File: src/rtl/systolic_array_feeder.sv
// Edge driver for a ROWS x COLS systolic array: loads one weight tile through the top
// edge, then streams diagonally skewed activation vectors into the left edge.
module systolic_array_feeder #(
  parameter int ROWS            = 4,
  parameter int COLS            = 4,
  parameter int DATA_WIDTH      = 8,
  parameter int ACCU_DATA_WIDTH = 32,
  parameter int K_WIDTH         = 16
) (
  input  logic                            clk,
  input  logic                            rst,
  input  logic                            i_start,
  input  logic [K_WIDTH-1:0]              i_cfg_k,
  input  logic [COLS*DATA_WIDTH-1:0]      i_w_data,
  input  logic                            i_w_valid,
  output logic                            o_w_ready,
  input  logic [ROWS*DATA_WIDTH-1:0]      i_a_data,
  input  logic                            i_a_valid,
  output logic                            o_a_ready,
  output logic [COLS*ACCU_DATA_WIDTH-1:0] o_data_top,
  output logic [COLS-1:0]                 o_valid_top,
  output logic [COLS-1:0]                 o_cmd_top,
  output logic [ROWS*DATA_WIDTH-1:0]      o_data_left,
  output logic [ROWS-1:0]                 o_valid_left,
  output logic [ROWS-1:0]                 o_cmd_left,
  output logic                            o_busy,
  output logic                            o_done
);

  localparam int FLUSH_CYC = ROWS + COLS - 1;
  localparam int WCNT_W    = $clog2(ROWS + 1);
  localparam int FCNT_W    = $clog2(FLUSH_CYC + 1);

  typedef enum logic [2:0] {
    ST_IDLE   = 3'd0,
    ST_LOAD_W = 3'd1,
    ST_STREAM = 3'd2,
    ST_FLUSH  = 3'd3,
    ST_DONE   = 3'd4
  } state_t;

  state_t                       state_r;
  state_t                       next_state_s;
  logic [WCNT_W-1:0]            w_cnt_r;
  logic [K_WIDTH-1:0]           a_cnt_r;
  logic [K_WIDTH-1:0]           k_r;
  logic [FCNT_W-1:0]            f_cnt_r;
  logic                         w_ready_r;
  logic                         a_ready_r;
  logic                         busy_r;
  logic                         done_r;
  logic                         w_accept_s;
  logic                         a_accept_s;
  logic [COLS*ACCU_DATA_WIDTH-1:0] w_ext_s;
  logic [COLS*ACCU_DATA_WIDTH-1:0] top_data_r;
  logic                         top_vld_r;

  // Readies are registers, so acceptance never depends combinationally on valid.
  assign w_accept_s = i_w_valid & w_ready_r;
  assign a_accept_s = i_a_valid & a_ready_r;

  // Next-state decode.
  always_comb begin
    next_state_s = state_r;
    case (state_r)
      ST_IDLE: begin
        if (i_start) next_state_s = ST_LOAD_W;
        else         next_state_s = ST_IDLE;
      end
      ST_LOAD_W: begin
        if (w_accept_s && (w_cnt_r == WCNT_W'(ROWS - 1))) next_state_s = ST_STREAM;
        else                                               next_state_s = ST_LOAD_W;
      end
      ST_STREAM: begin
        if (a_accept_s && (a_cnt_r == (k_r - K_WIDTH'(1)))) next_state_s = ST_FLUSH;
        else                                                  next_state_s = ST_STREAM;
      end
      ST_FLUSH: begin
        if (f_cnt_r == FCNT_W'(FLUSH_CYC - 1)) next_state_s = ST_DONE;
        else                                    next_state_s = ST_FLUSH;
      end
      ST_DONE: next_state_s = ST_IDLE;
      default: next_state_s = ST_IDLE;
    endcase
  end

  // State register, counters and registered handshake/status outputs.
  always_ff @(posedge clk) begin
    if (rst) begin
      state_r   <= ST_IDLE;
      w_cnt_r   <= '0;
      a_cnt_r   <= '0;
      k_r       <= '0;
      f_cnt_r   <= '0;
      w_ready_r <= 1'b0;
      a_ready_r <= 1'b0;
      busy_r    <= 1'b0;
      done_r    <= 1'b0;
    end else begin
      state_r   <= next_state_s;
      w_ready_r <= (next_state_s == ST_LOAD_W);
      a_ready_r <= (next_state_s == ST_STREAM);
      busy_r    <= (next_state_s != ST_IDLE);
      done_r    <= (next_state_s == ST_DONE);
      if ((state_r == ST_IDLE) && i_start) begin
        k_r     <= (i_cfg_k == K_WIDTH'(0)) ? K_WIDTH'(1) : i_cfg_k;
        w_cnt_r <= '0;
        a_cnt_r <= '0;
        f_cnt_r <= '0;
      end else begin
        if (w_accept_s)            w_cnt_r <= w_cnt_r + WCNT_W'(1);
        if (a_accept_s)            a_cnt_r <= a_cnt_r + K_WIDTH'(1);
        if (state_r == ST_FLUSH)   f_cnt_r <= f_cnt_r + FCNT_W'(1);
      end
    end
  end

  // Zero-extend each weight lane to the top-edge word width.
  always_comb begin
    w_ext_s = '0;
    for (int c = 0; c < COLS; c++) begin
      w_ext_s[c*ACCU_DATA_WIDTH +: ACCU_DATA_WIDTH] =
        ACCU_DATA_WIDTH'(i_w_data[c*DATA_WIDTH +: DATA_WIDTH]);
    end
  end

  // Top edge: one weight row broadcast to all columns per accept, zeros otherwise.
  always_ff @(posedge clk) begin
    if (rst) begin
      top_data_r <= '0;
      top_vld_r  <= 1'b0;
    end else if (w_accept_s) begin
      top_data_r <= w_ext_s;
      top_vld_r  <= 1'b1;
    end else begin
      top_data_r <= '0;
      top_vld_r  <= 1'b0;
    end
  end

  for (genvar r = 0; r < ROWS; r++) begin : g_lane
    logic [DATA_WIDTH-1:0] lane_in_s;
    logic [DATA_WIDTH-1:0] dpipe_r [0:r];
    logic                  vpipe_r [0:r];

    assign lane_in_s = a_accept_s ? i_a_data[r*DATA_WIDTH +: DATA_WIDTH] : '0;

    // Lane r skew pipe: r+1 flops, always shifting, bubbles enter as zero.
    always_ff @(posedge clk) begin
      if (rst) begin
        for (int i = 0; i <= r; i++) begin
          dpipe_r[i] <= '0;
          vpipe_r[i] <= 1'b0;
        end
      end else begin
        dpipe_r[0] <= lane_in_s;
        vpipe_r[0] <= a_accept_s;
        for (int i = 1; i <= r; i++) begin
          dpipe_r[i] <= dpipe_r[i-1];
          vpipe_r[i] <= vpipe_r[i-1];
        end
      end
    end

    assign o_data_left[r*DATA_WIDTH +: DATA_WIDTH] = dpipe_r[r];
    assign o_valid_left[r]                         = vpipe_r[r];
    assign o_cmd_left[r]                           = vpipe_r[r];
  end

  assign o_w_ready   = w_ready_r;
  assign o_a_ready   = a_ready_r;
  assign o_data_top  = top_data_r;
  assign o_valid_top = {COLS{top_vld_r}};
  assign o_cmd_top   = {COLS{top_vld_r}};
  assign o_busy      = busy_r;
  assign o_done      = done_r;

endmodule

File: config.mk
export PLATFORM = sky130hd
export DESIGN_NAME = systolic_array_feeder
export DESIGN_NICKNAME = d
export VERILOG_FILES = /design/src/rtl/systolic_array_feeder.sv
export SDC_FILE = /design/constraint.sdc
export NUM_CORES = 1
export LEC_CHECK = 0
export CAP_MARGIN = 5
export CORE_ASPECT_RATIO = 1.75
export CORE_UTILIZATION = 46
export CTS_CLUSTER_SIZE = 28
export DETAILED_ROUTE_END_ITERATION = 6
export GPL_ROUTABILITY_DRIVEN = 0
export GPL_TIMING_DRIVEN = 0
export PLACE_DENSITY = 0.85
export SYNTH_ARGS = -nofsm -noshare
export SYNTH_HDL_FRONTEND = slang
export SYNTH_SLANG_ARGS = --single-unit
export TNS_END_PERCENT = 20
File: constraint.sdc
create_clock -name clk -period 4.95 [get_ports clk]
set_input_delay 0.495 -clock clk [delete_from_list [all_inputs] [get_ports clk]]
set_output_delay 0.495 -clock clk [all_outputs]
set_load 0.05 [all_outputs]
Yosys cells after proc, flatten, opt, wreduce, memory -nomap -nowiden. Memories as Yosys holds them, arrays and structs flattened. Cells that the tools add are included. Widths: inputs -> output; s select.

Register bits: 174. Bits in writable memories: 90. Bits of input ports: 85. Output and inout port bits: 180. Memories kept: 8.

Memory list: g_lane[3].dpipe_r (depth 4, bits a word 8, rd ports 4, clocked after Yosys merged registers in 0, wr ports 4, RTL line 143) `logic [DATA_WIDTH-1:0] dpipe_r [0:r];`; g_lane[2].dpipe_r (depth 3, bits a word 8, rd ports 3, clocked after Yosys merged registers in 0, wr ports 3, RTL line 143); g_lane[1].dpipe_r (depth 2, bits a word 8, rd ports 2, clocked after Yosys merged registers in 0, wr ports 2, RTL line 143); g_lane[0].dpipe_r (depth 1, bits a word 8, rd ports 1, clocked after Yosys merged registers in 0, wr ports 1, RTL line 143); g_lane[3].vpipe_r (depth 4, bits a word 1, rd ports 4, clocked after Yosys merged registers in 0, wr ports 4, RTL line 144) `logic vpipe_r [0:r];`; g_lane[2].vpipe_r (depth 3, bits a word 1, rd ports 3, clocked after Yosys merged registers in 0, wr ports 3, RTL line 144); +2 memories.

Add/subtract/negate cells: 4. Equality and inequality tests: 9. Multiplexer cells: 36. Bitwise operators: 21. Reduce and logical (&&, ||, !) cells: 10.

Operators with widths (number): $mux 8 (14); $mux 1 (18); $or 1x1->1 (18); $add 16x1->16 const B (1); $eq 16x16->1 (1); $logic_not 16->1 (1); $mux 16 (1); $sub 16x1->16 const B (1); $eq 3x2->1 const B (4); $pmux 3 s4 (1); $reduce_or 8->1 (1); $add 3x1->3 const B (2); $eq 3x1->1 const B (2); $eq 3x3->1 const B (2); $reduce_or 2->1 (2); $logic_and 1x1->1 (3); $logic_not 3->1 (1); $mux 3 (1); $reduce_bool 3->1 (1); $and 1x1->1 (2); $mux 2 (1); $not 1->1 (1); $reduce_or 1->1 (1).

Longest topological paths before layout. Gate-level depths: netlist of the first run.

Word-level depth: 6. Mapped depth: 8. Mapped depth without buffers: 8.

Worst setup path before layout of the first run. OpenSTA, ideal clock, no wires.

Path kind: reg2reg. From: register a_ready_r, in the netlist o_a_ready. To: register a_cnt_r[15]. Data arrival time: 1.759 ns. Required time: 4.822 ns. Path slack: 3.064 ns. Stages on the path, launching flop included: 8. Path buffers: 1. Clock period less this slack: 1.886 ns. Path through: dfxtp_1 and2_1 buf_2 nand4_1 nor3_1 nand4_1 xor2_1 nor2_1.

Word-level cells in the longest chain between the ends: 1.

Ends and longest elaborated chain: start, declared (RTL line 49) `logic a_ready_r;`; start signal, assigned (RTL line 102) `a_ready_r <= (next_state_s == ST_STREAM);`; $and 1x1->1 (RTL line 60) `assign a_accept_s = i_a_valid & a_ready_r;`; end signal, assigned (RTL line 112) `if (a_accept_s) a_cnt_r <= a_cnt_r + K_WIDTH'(1);`; end, declared (RTL line 45) `logic [K_WIDTH-1:0] a_cnt_r;`.

Every way passes these cells. A chain may end at the register's enable or synchronous reset.

Worst setup path in the final report of the first run.
From: register top_vld_r. To: output port o_cmd_top[1].

RTL lines: start, declared (RTL line 56) `logic top_vld_r;`; start signal, assigned (RTL line 131) `top_vld_r <= 1'b0;`; start signal, assigned (RTL line 134) `top_vld_r <= 1'b1;`; start signal, assigned (RTL line 137) `top_vld_r <= 1'b0;`; end, declared (RTL line 22) `output logic [COLS-1:0] o_cmd_top,`.

No word-level cell between the ends.

==> impl_table.tex, run 1 <==
\begin{tabular}{lr}
\hline
Metric & Value \\
\hline
\multicolumn{2}{l}{\textbf{Status}} \\
\quad Run status & finished clean \\
\multicolumn{2}{l}{\textbf{Hold path}} \\
\quad Min-Delay Path Class & in2reg \\
\multicolumn{2}{l}{\textbf{Place}} \\
\quad Number of port buffers & around 170 \\
\quad Sum of net half-perimeters after detailed placement & $\sim$12 mm \\
\quad Inst Count DP & roughly 1.1k \\
\multicolumn{2}{l}{\textbf{Yosys}} \\
\quad Biggest area consumer among synthesized cells & sky130\_fd\_sc\_hd\_\_dfxtp\_1 \\
\quad Number of warnings reported in the yosys synthesis log & 0 \\
\quad Number of distinct library cells after synthesis & 45 \\
\quad Synth Register Bits & approximately 160 \\
\quad Sequential element share of the synthesized area & 50.19\% \\
\quad Per-instance average area after synthesis & 10.02 µm² \\
\quad Fraction of registers with async set/reset & 0\% \\
\quad Post-Synthesis Cells & approximately 650 \\
\quad Prevailing post-synth register cell & sky130\_fd\_sc\_hd\_\_dfxtp\_1 \\
\quad Synthesized area & between 6000 and 7000 µm² \\
\quad Synth top area share & around 50\% \\
\quad Largest cells by area after synthesis & sky130\_fd\_sc\_hd\_\_dfxtp\_1, sky130\_fd\_sc\_hd\_\_buf\_4, sky130\_fd\_sc\_hd\_\_nor2b\_1, sky130\_fd\_sc\_hd\_\_and2\_1, sky130\_fd\_sc\_hd\_\_and3\_1 \\
\quad Number of enable-type register cells in the synthesized netlist & 0 \\
\multicolumn{2}{l}{\textbf{GRT}} \\
\quad Number of global-route vias before repair & around 4.6k \\
\quad Number of antenna violations at the first check in global routing & 0 \\
\quad Global router's overall resource usage & between 20\% and 30\% \\
\quad First-pass GRT wire length & 23.52 mm \\
\quad Overflow left after global routing & 0 \\
\quad Maximum number of pins on one net before global-route repair & 17 \\
\multicolumn{2}{l}{\textbf{Floorplanning}} \\
\quad Horiz. Die Dim & 91.59 µm \\
\quad Starting utilization of the core area & 46.94\% \\
\quad Standard-cell rows & 57 \\
\quad Die footprint & approximately 15000 µm² \\
\quad DIE HEIGHT & roughly 160 µm \\
\quad Core footprint & $\sim$14000 µm² \\
\quad Number of top-level pins & around 270 \\
\multicolumn{2}{l}{\textbf{Route}} \\
\quad Via count normalized by instance count & 4.334 \\
\quad Final routed DRC violation total & 0 \\
\quad Detailed-routing iteration count for the pre-antenna-repair pass & 6 \\
\quad Drt wl/cell & 13.84 µm \\
\quad Overall via count from detail\_route & approximately 4.8k \\
\quad Routed WL & between 15 and 20 mm \\
\quad Number of DRC markers after the initial detailed-route iteration & $\sim$130 \\
\quad Antenna violation net count after detailed routing & 0 \\
\multicolumn{2}{l}{\textbf{STA}} \\
\quad Final hold violation count & 0 \\
\quad Final period utilization & roughly 50\% \\
\quad Setup repair after global routing missed its margin & no \\
\quad Worst-margin pin slew & 0.7123 ns \\
\quad Final Max Tran Viols & 0 \\
\quad Max Clock Skew & about 0.0085 ns \\
\quad Maximum achievable frequency & approximately 400 MHz \\
\quad Tightest slew margin relative to the limit & 52.31\% \\
\quad Number of endpoints failing setup at the final stage & 0 \\
\quad Final TNS setup & 0 ns \\
\quad Clock period minus final worst setup slack & roughly 2.5 ns \\
\multicolumn{2}{l}{\textbf{Clock network}} \\
\quad Number of levels in the clock H-tree & 4 \\
\quad Count of clock tree sinks & $\sim$160 \\
\quad Clock tree from TritonCTS & yes \\
\quad Clock transition at the registers of the reported paths & around 0.060 ns \\
\quad Worst skew pair latency & slightly above 0.4 ns \\
\quad Setup repair bufs after CTS & 0 \\
\quad Number of hold-repair buffers added at the cts stage & 0 \\
\quad Bufs on Longest Clock Path & 2 \\
\quad Quantity of gates resized following cts & 0 \\
\quad Number of buffers added by the clock tree synthesis step & 17 \\
\quad Cell chosen for the clock root & sky130\_fd\_sc\_hd\_\_clkbuf\_16 \\
\multicolumn{2}{l}{\textbf{Worst setup path}} \\
\quad Chain of cells forming the critical path & buf\_4, clkdlybuf4s50\_1 \\
\quad CP Max Fanout & 8 \\
\quad Type of the worst setup path & reg2out \\
\quad Data arrival time of the critical path & about 2 ns \\
\quad Startpoint Class & flip-flop \\
\quad Minimum setup slack among reg-to-reg paths & 2.77 ns \\
\quad Cell type of the slowest stage on the worst timing path & sky130\_fd\_sc\_hd\_\_clkdlybuf4s50\_1 \\
\quad Cell family with most CP delay & buffers and inverters \\
\quad Largest stage delay on the critical path & around 0.82 ns \\
\quad Combined buffer and inverter count along the critical path & 2 \\
\quad Critical Path Sink Type & primary output \\
\quad Data required time at the worst endpoint & between 4 and 5 ns \\
\multicolumn{2}{l}{\textbf{Power}} \\
\quad Cell Pwr Density & 331.6 nW/µm² \\
\quad Peak supply drop & 0.0002432 V \\
\quad Post-route total power & approximately 3 mW \\
\quad Total leakage power & approximately 4.2 nW \\
\multicolumn{2}{l}{\textbf{Final layout}} \\
\quad Layout cell share with drive strength beyond 1 & 19.49\% \\
\quad Non-filler instance count after layout & approximately 1.1k \\
\quad P\&R area growth vs syn & 44.00\% \\
\quad Fillers & 1049 \\
\quad Antenna diodes & 0 \\
\quad \# nets final & $\sim$1.0k \\
\multicolumn{2}{l}{\textbf{Job}} \\
\quad Maximum Capacitance Violations & 0 \\
\hline
\end{tabular}
final cells by class:
class / instances / area (µm²) / share of cell area, %
inverters: 7 / 26.28 / 0.2824
multi-input cells: 412 / 2420 / 26.01
plain buffers: 159 / 1129 / 12.13
well taps: 177 / 221.5 / 2.380
flip-flops and latches: 162 / 3243 / 34.86
clock buffers: 19 / 452.9 / 4.868
clock inverters: 13 / 140.1 / 1.506
repair buffers: 167 / 1672 / 17.97
cells by family after synthesis:
family / synth area share (%)
AND/OR/NAND/NOR: 20.84
buffers and inverters: 17.87
flip-flops: 50.19
AO/OA/AOI/OAI: 4.357
XOR/XNOR: 4.744
adder cells (fa/ha/maj): 1.162
multiplexers: 0.7746
other: 0.05804
final timing paths:
| kind | from | end | cells after the start |
|---|---|---|---|
| setup reg to reg | state_r[2] | a_cnt_r[2] | 5 |
| hold / removal | rst | g_lane[3].dpipe_r[0][31] | 2 |
| hold reg to reg | g_lane[2].dpipe_r[0][14] | g_lane[2].dpipe_r[0][22] | 1 |
| setup / recovery | top_vld_r | o_cmd_top[1] | 2 |
cell usage after synthesis (all sizes together) (2+ instances only):
master and n:
a211oi 3, a21oi 8, a22o 11, and2 36, and3 35, and4 2
buf 140, clkbuf 19, dfxtp 162, ha 6, inv 7, mux2i 5
nand2 21, nand3 8, nand3b 3, nand4 7, nor2 43, nor2b 52
nor3 9, nor4 9, nor4b 2, o21ai 6, or3 3, xnor2 17
xor2 18
cell usage in the layout (no fill, tap or decap), types with 8 or more instances in the layout:
cell / count
sky130_fd_sc_hd__nor2_1: 43
sky130_fd_sc_hd__clkbuf_1: 18
sky130_fd_sc_hd__and2_1: 36
sky130_fd_sc_hd__dfxtp_1: 162
sky130_fd_sc_hd__xnor2_1: 17
sky130_fd_sc_hd__nand2_1: 21
sky130_fd_sc_hd__xor2_1: 18
sky130_fd_sc_hd__clkbuf_16: 17
sky130_fd_sc_hd__nor2b_1: 52
sky130_fd_sc_hd__a21oi_1: 8
sky130_fd_sc_hd__nor4_1: 8
sky130_fd_sc_hd__clkdlybuf4s50_1: 167
sky130_fd_sc_hd__and3_1: 35
sky130_fd_sc_hd__conb_1: 96
sky130_fd_sc_hd__a22o_1: 10
sky130_fd_sc_hd__buf_4: 136
where the power goes:
group          internal (mW)  switching [mW]
registers               1.32          0.0187
logic                  0.174           0.282
clock network          0.736           0.555
total                   2.23           0.856
registers in the layout, indices dropped and copies added (netlist names):
signal	flops
f_cnt_r	3
o_busy	1
top_vld_r	1
a_cnt_r	16
w_cnt_r	3
o_done	1
k_r	16
g_lane.vpipe_r	4
o_a_ready	1
o_w_ready	1
o_data_top	32
g_lane.dpipe_r	80
state_r	3
layer usage:
metal	up-vias	routed length, µm	global-route usage [%]
li1	2432	-	-
met1	2170	5346	19.64
met2	208	8539	42.14
met3	27	1177	6.657
met4	0	387	8.297
met5	-	0	0
stage by stage:
stage	hold WS, ns	instance area [µm²]	setup WS [ns]	util, %
finish	0.3022	9304	2.480	67.59
global placement	0.4159	8711	2.359	63.29
CTS	0.2963	9304	2.446	67.59
global route	0.2938	9304	2.419	67.59
detailed placement	0.4220	8711	2.305	63.29
floorplan	0.4138	6818	3.064	-
(Power assumes the default switching activity.)
==> run 2, diff against run 1 <==
- CORE_UTILIZATION: 46 -> 43
- PLACE_DENSITY: 0.85 -> 0.8
- clock period: 4.95 -> 2.4 ns (I/O delays scaled with it)
==> run 2 against run 1 <==
Against the previous run: worst setup slack got worse by 2.3 ns; clock skew about the same; power grew 110%; sequential power up 110%; non-clock buffer count did not move; worst hold slack worse by 0.26 ns; routed wire length increased by 0.45%; die area up 6.9%; utilization down 3.3 points; cell count rose by 0.27%; clock power grew 110%; critical path type unchanged; largest cell class unchanged; largest power group unchanged.
==> impl_table.tex, run 2 (synthesized netlist as in run 1, its figures left out) <==
\begin{tabular}{lr}
\hline
Metric & Value \\
\hline
\multicolumn{2}{l}{\textbf{Final layout}} \\
\quad \# nets final & 1017 \\
\quad P\&R area growth vs syn & 44.36\% \\
\quad Combined area of the multi-input logic cells & about 2400 µm² \\
\quad Biggest register & g\_lane.dpipe\_r \\
\quad Antenna diodes & 0 \\
\quad Area used by sequential logic in the layout & about 3200 µm² \\
\quad Fillers & 1176 \\
\quad Number of flip-flops in the largest register & 80 \\
\quad Layout cell share with drive strength beyond 1 & 19.49\% \\
\quad Most used cells in the layout excluding fill and tap cells & sky130\_fd\_sc\_hd\_\_clkdlybuf4s50\_1, sky130\_fd\_sc\_hd\_\_dfxtp\_1, sky130\_fd\_sc\_hd\_\_buf\_4 \\
\quad Post-route cell area & a little over 9000 µm² \\
\quad Most frequent standard cell in the layout excluding fill and tap cells & sky130\_fd\_sc\_hd\_\_clkdlybuf4s50\_1 \\
\multicolumn{2}{l}{\textbf{Route}} \\
\quad Via count normalized by instance count & around 4.4 \\
\quad Overall via count from detail\_route & around 4.9k \\
\quad Drt wl/cell & approximately 14 µm \\
\quad Final routed DRC violation total & 0 \\
\quad Routed WL & 15.52 mm \\
\quad Antenna violation net count after detailed routing & 0 \\
\quad Detailed-routing iteration count for the pre-antenna-repair pass & 4 \\
\quad Number of DRC markers after the initial detailed-route iteration & 86 \\
\multicolumn{2}{l}{\textbf{Place}} \\
\quad Number of port buffers & $\sim$170 \\
\quad Instance area after placement & roughly 8700 µm² \\
\quad Sum of net half-perimeters after detailed placement & 12.37 mm \\
\multicolumn{2}{l}{\textbf{Hold path}} \\
\quad Startpoint of the worst hold path & rst \\
\quad Min-Delay Path Class & in2reg \\
\multicolumn{2}{l}{\textbf{Worst setup path}} \\
\quad Type of the worst setup path & reg2out \\
\quad Startpoint Class & flip-flop \\
\quad CP Max Fanout & 8 \\
\quad Startpoint of the most critical setup path & top\_vld\_r \\
\quad Critical R2R Launch & state\_r[2] \\
\quad Data arrival time of the critical path & between 1.5 and 2 ns \\
\quad Worst reg2reg path endpoint & a\_cnt\_r[9] \\
\quad Data required time at the worst endpoint & $\sim$2.2 ns \\
\quad Minimum setup slack among reg-to-reg paths & $\sim$0.33 ns \\
\quad R2R cell count & 5 \\
\quad Critical Path Sink Type & primary output \\
\quad End of the critical path & o\_cmd\_top[2] \\
\multicolumn{2}{l}{\textbf{Clock network}} \\
\quad Number of levels in the clock H-tree & 4 \\
\quad Cell chosen for the clock root & sky130\_fd\_sc\_hd\_\_clkbuf\_16 \\
\quad Clock transition at the registers of the reported paths & approximately 0.07 ns \\
\quad Worst skew pair latency & about 0.42 ns \\
\quad Count of clock tree sinks & 162 \\
\quad Bufs on Longest Clock Path & 2 \\
\quad Number of buffers added by the clock tree synthesis step & 17 \\
\quad Number of hold-repair buffers added at the cts stage & 0 \\
\quad Quantity of gates resized following cts & 0 \\
\quad Clock tree from TritonCTS & yes \\
\quad Setup repair bufs after CTS & 0 \\
\multicolumn{2}{l}{\textbf{Floorplanning}} \\
\quad Die footprint & roughly 16000 µm² \\
\quad Number of top-level pins & roughly 270 \\
\quad DIE HEIGHT & approximately 160 µm \\
\quad Horiz. Die Dim & approximately 95 µm \\
\quad Core footprint & between 10000 and 15000 µm² \\
\quad Starting utilization of the core area & between 40\% and 50\% \\
\quad Standard-cell rows & 58 \\
\multicolumn{2}{l}{\textbf{Power}} \\
\quad Combinational power share & between 10\% and 20\% \\
\quad Peak supply drop & $\sim$0.00043 V \\
\quad Internal power summed over all cells & around 4.6 mW \\
\quad Net switching power of the design & $\sim$1.9 mW \\
\quad Cell Pwr Density & roughly 690 nW/µm² \\
\quad Sequential share of power & between 40\% and 50\% \\
\quad Clock share of power & between 40 and 50\% \\
\quad Total leakage power & 4.233 nW \\
\quad Fraction of power spent switching nets & around 29\% \\
\multicolumn{2}{l}{\textbf{GRT}} \\
\quad Overflow left after global routing & 0 \\
\quad Global router's overall resource usage & 20.11\% \\
\quad Number of antenna violations at the first check in global routing & 0 \\
\quad First-pass GRT wire length & between 20 and 25 mm \\
\quad Maximum number of pins on one net before global-route repair & 19 \\
\quad Number of global-route vias before repair & between 4k and 5k \\
\multicolumn{2}{l}{\textbf{Job}} \\
\quad Maximum Capacitance Violations & 0 \\
\multicolumn{2}{l}{\textbf{STA}} \\
\quad Max Clock Skew & about 0.0084 ns \\
\quad Final hold violation count & 0 \\
\quad Final Max Tran Viols & 0 \\
\quad Clock period minus final worst setup slack & between 2 and 2.5 ns \\
\quad Number of endpoints failing setup at the final stage & 0 \\
\quad Final period utilization & 92.78\% \\
\quad Final TNS setup & 0 ns \\
\quad Worst-margin pin slew & around 0.65 ns \\
\quad Maximum achievable frequency & around 450 MHz \\
\quad Tightest slew margin relative to the limit & between 50\% and 60\% \\
\quad Setup repair after global routing missed its margin & no \\
\multicolumn{2}{l}{\textbf{Status}} \\
\quad Run status & finished clean \\
\hline
\end{tabular}
-- run 2: cell count changes in the layout (fill, tap and decap cells not counted), sizes merged --
cell	previous run	this run
clkbuf	38	36
clkinv	4	5
inv	13	14
-- run 2: routing by layer --
metal	up-vias	share of wire (%)	global-route usage (%)	wire, µm
li1	2442	-	-	-
met1	2223	33	17.87	5164
met2	199	55	38.16	8505
met3	27	9.5	8.380	1470
met4	0	2.4	8.884	379
met5	-	0	0	0
-- run 2: how the worst min path moves through the flow --
stage / end / slack (ns) / cells after the start
2_1_floorplan: o_data_top[0] / 0.36 / 1
3_3_place_gp: g_lane[2].dpipe_r[0][14] / 0.42 / 1
3_5_place_dp: g_lane[3].dpipe_r[0][20] / 0.42 / 1
4_1_cts: g_lane[3].dpipe_r[0][31] / 0.03 / 2
5_1_grt: g_lane[3].dpipe_r[0][31] / 0.03 / 2
6_report: g_lane[3].dpipe_r[0][31] / 0.05 / 2
-- run 2: through the flow --
| step | setup slack (ns) | cells | util, % | total power, mW | hold slack (ns) |
|---|---|---|---|---|---|
| 6_report | 0.1732 | 1119 | 64.27 | 6.428 | 0.04609 |
| 4_1_cts | 0.1437 | 1119 | 64.27 | 6.474 | 0.03446 |
| 2_1_floorplan | 0.5135 | 740 | - | 3.516 | 0.3617 |
| 3_5_place_dp | 0.05876 | 1087 | 60.04 | 3.751 | 0.4204 |
| 5_1_grt | 0.1123 | 1119 | 64.27 | 6.654 | 0.03184 |
| 3_3_place_gp | 0.05818 | 1087 | 60.04 | 3.743 | 0.4153 |
-- run 2: layout make-up --
class,instances,share of cell area [%]
inverters,7,0.2817
clock inverters,15,2.012
repair buffers,167,17.92
multi-input cells,412,25.94
clock buffers,17,4.561
plain buffers,159,12.10
flip-flops and latches,162,34.77
well taps,180,2.414
-- run 2: worst max-delay path: stages, from the launching register on --
cell and delay, ns:
sky130_fd_sc_hd__dfxtp_1 0.58, sky130_fd_sc_hd__buf_4 0.18, sky130_fd_sc_hd__clkdlybuf4s50_1 0.81
-- run 2: power groups by stage --
stage	sequential [mW]	combinational (mW)	clock [mW]
floorplan	2.86	0.656	0
global placement	2.82	0.925	0
detailed placement	2.82	0.931	0
CTS	2.76	0.934	2.78
global route	2.76	0.999	2.89
finish	2.76	0.941	2.73
==> run 3, diff against run 2 <==
- CAP_MARGIN: 5 -> 15
==> results of run 3 <==
Same layout as run 2: the final DEF is identical, and so are final timing and power.
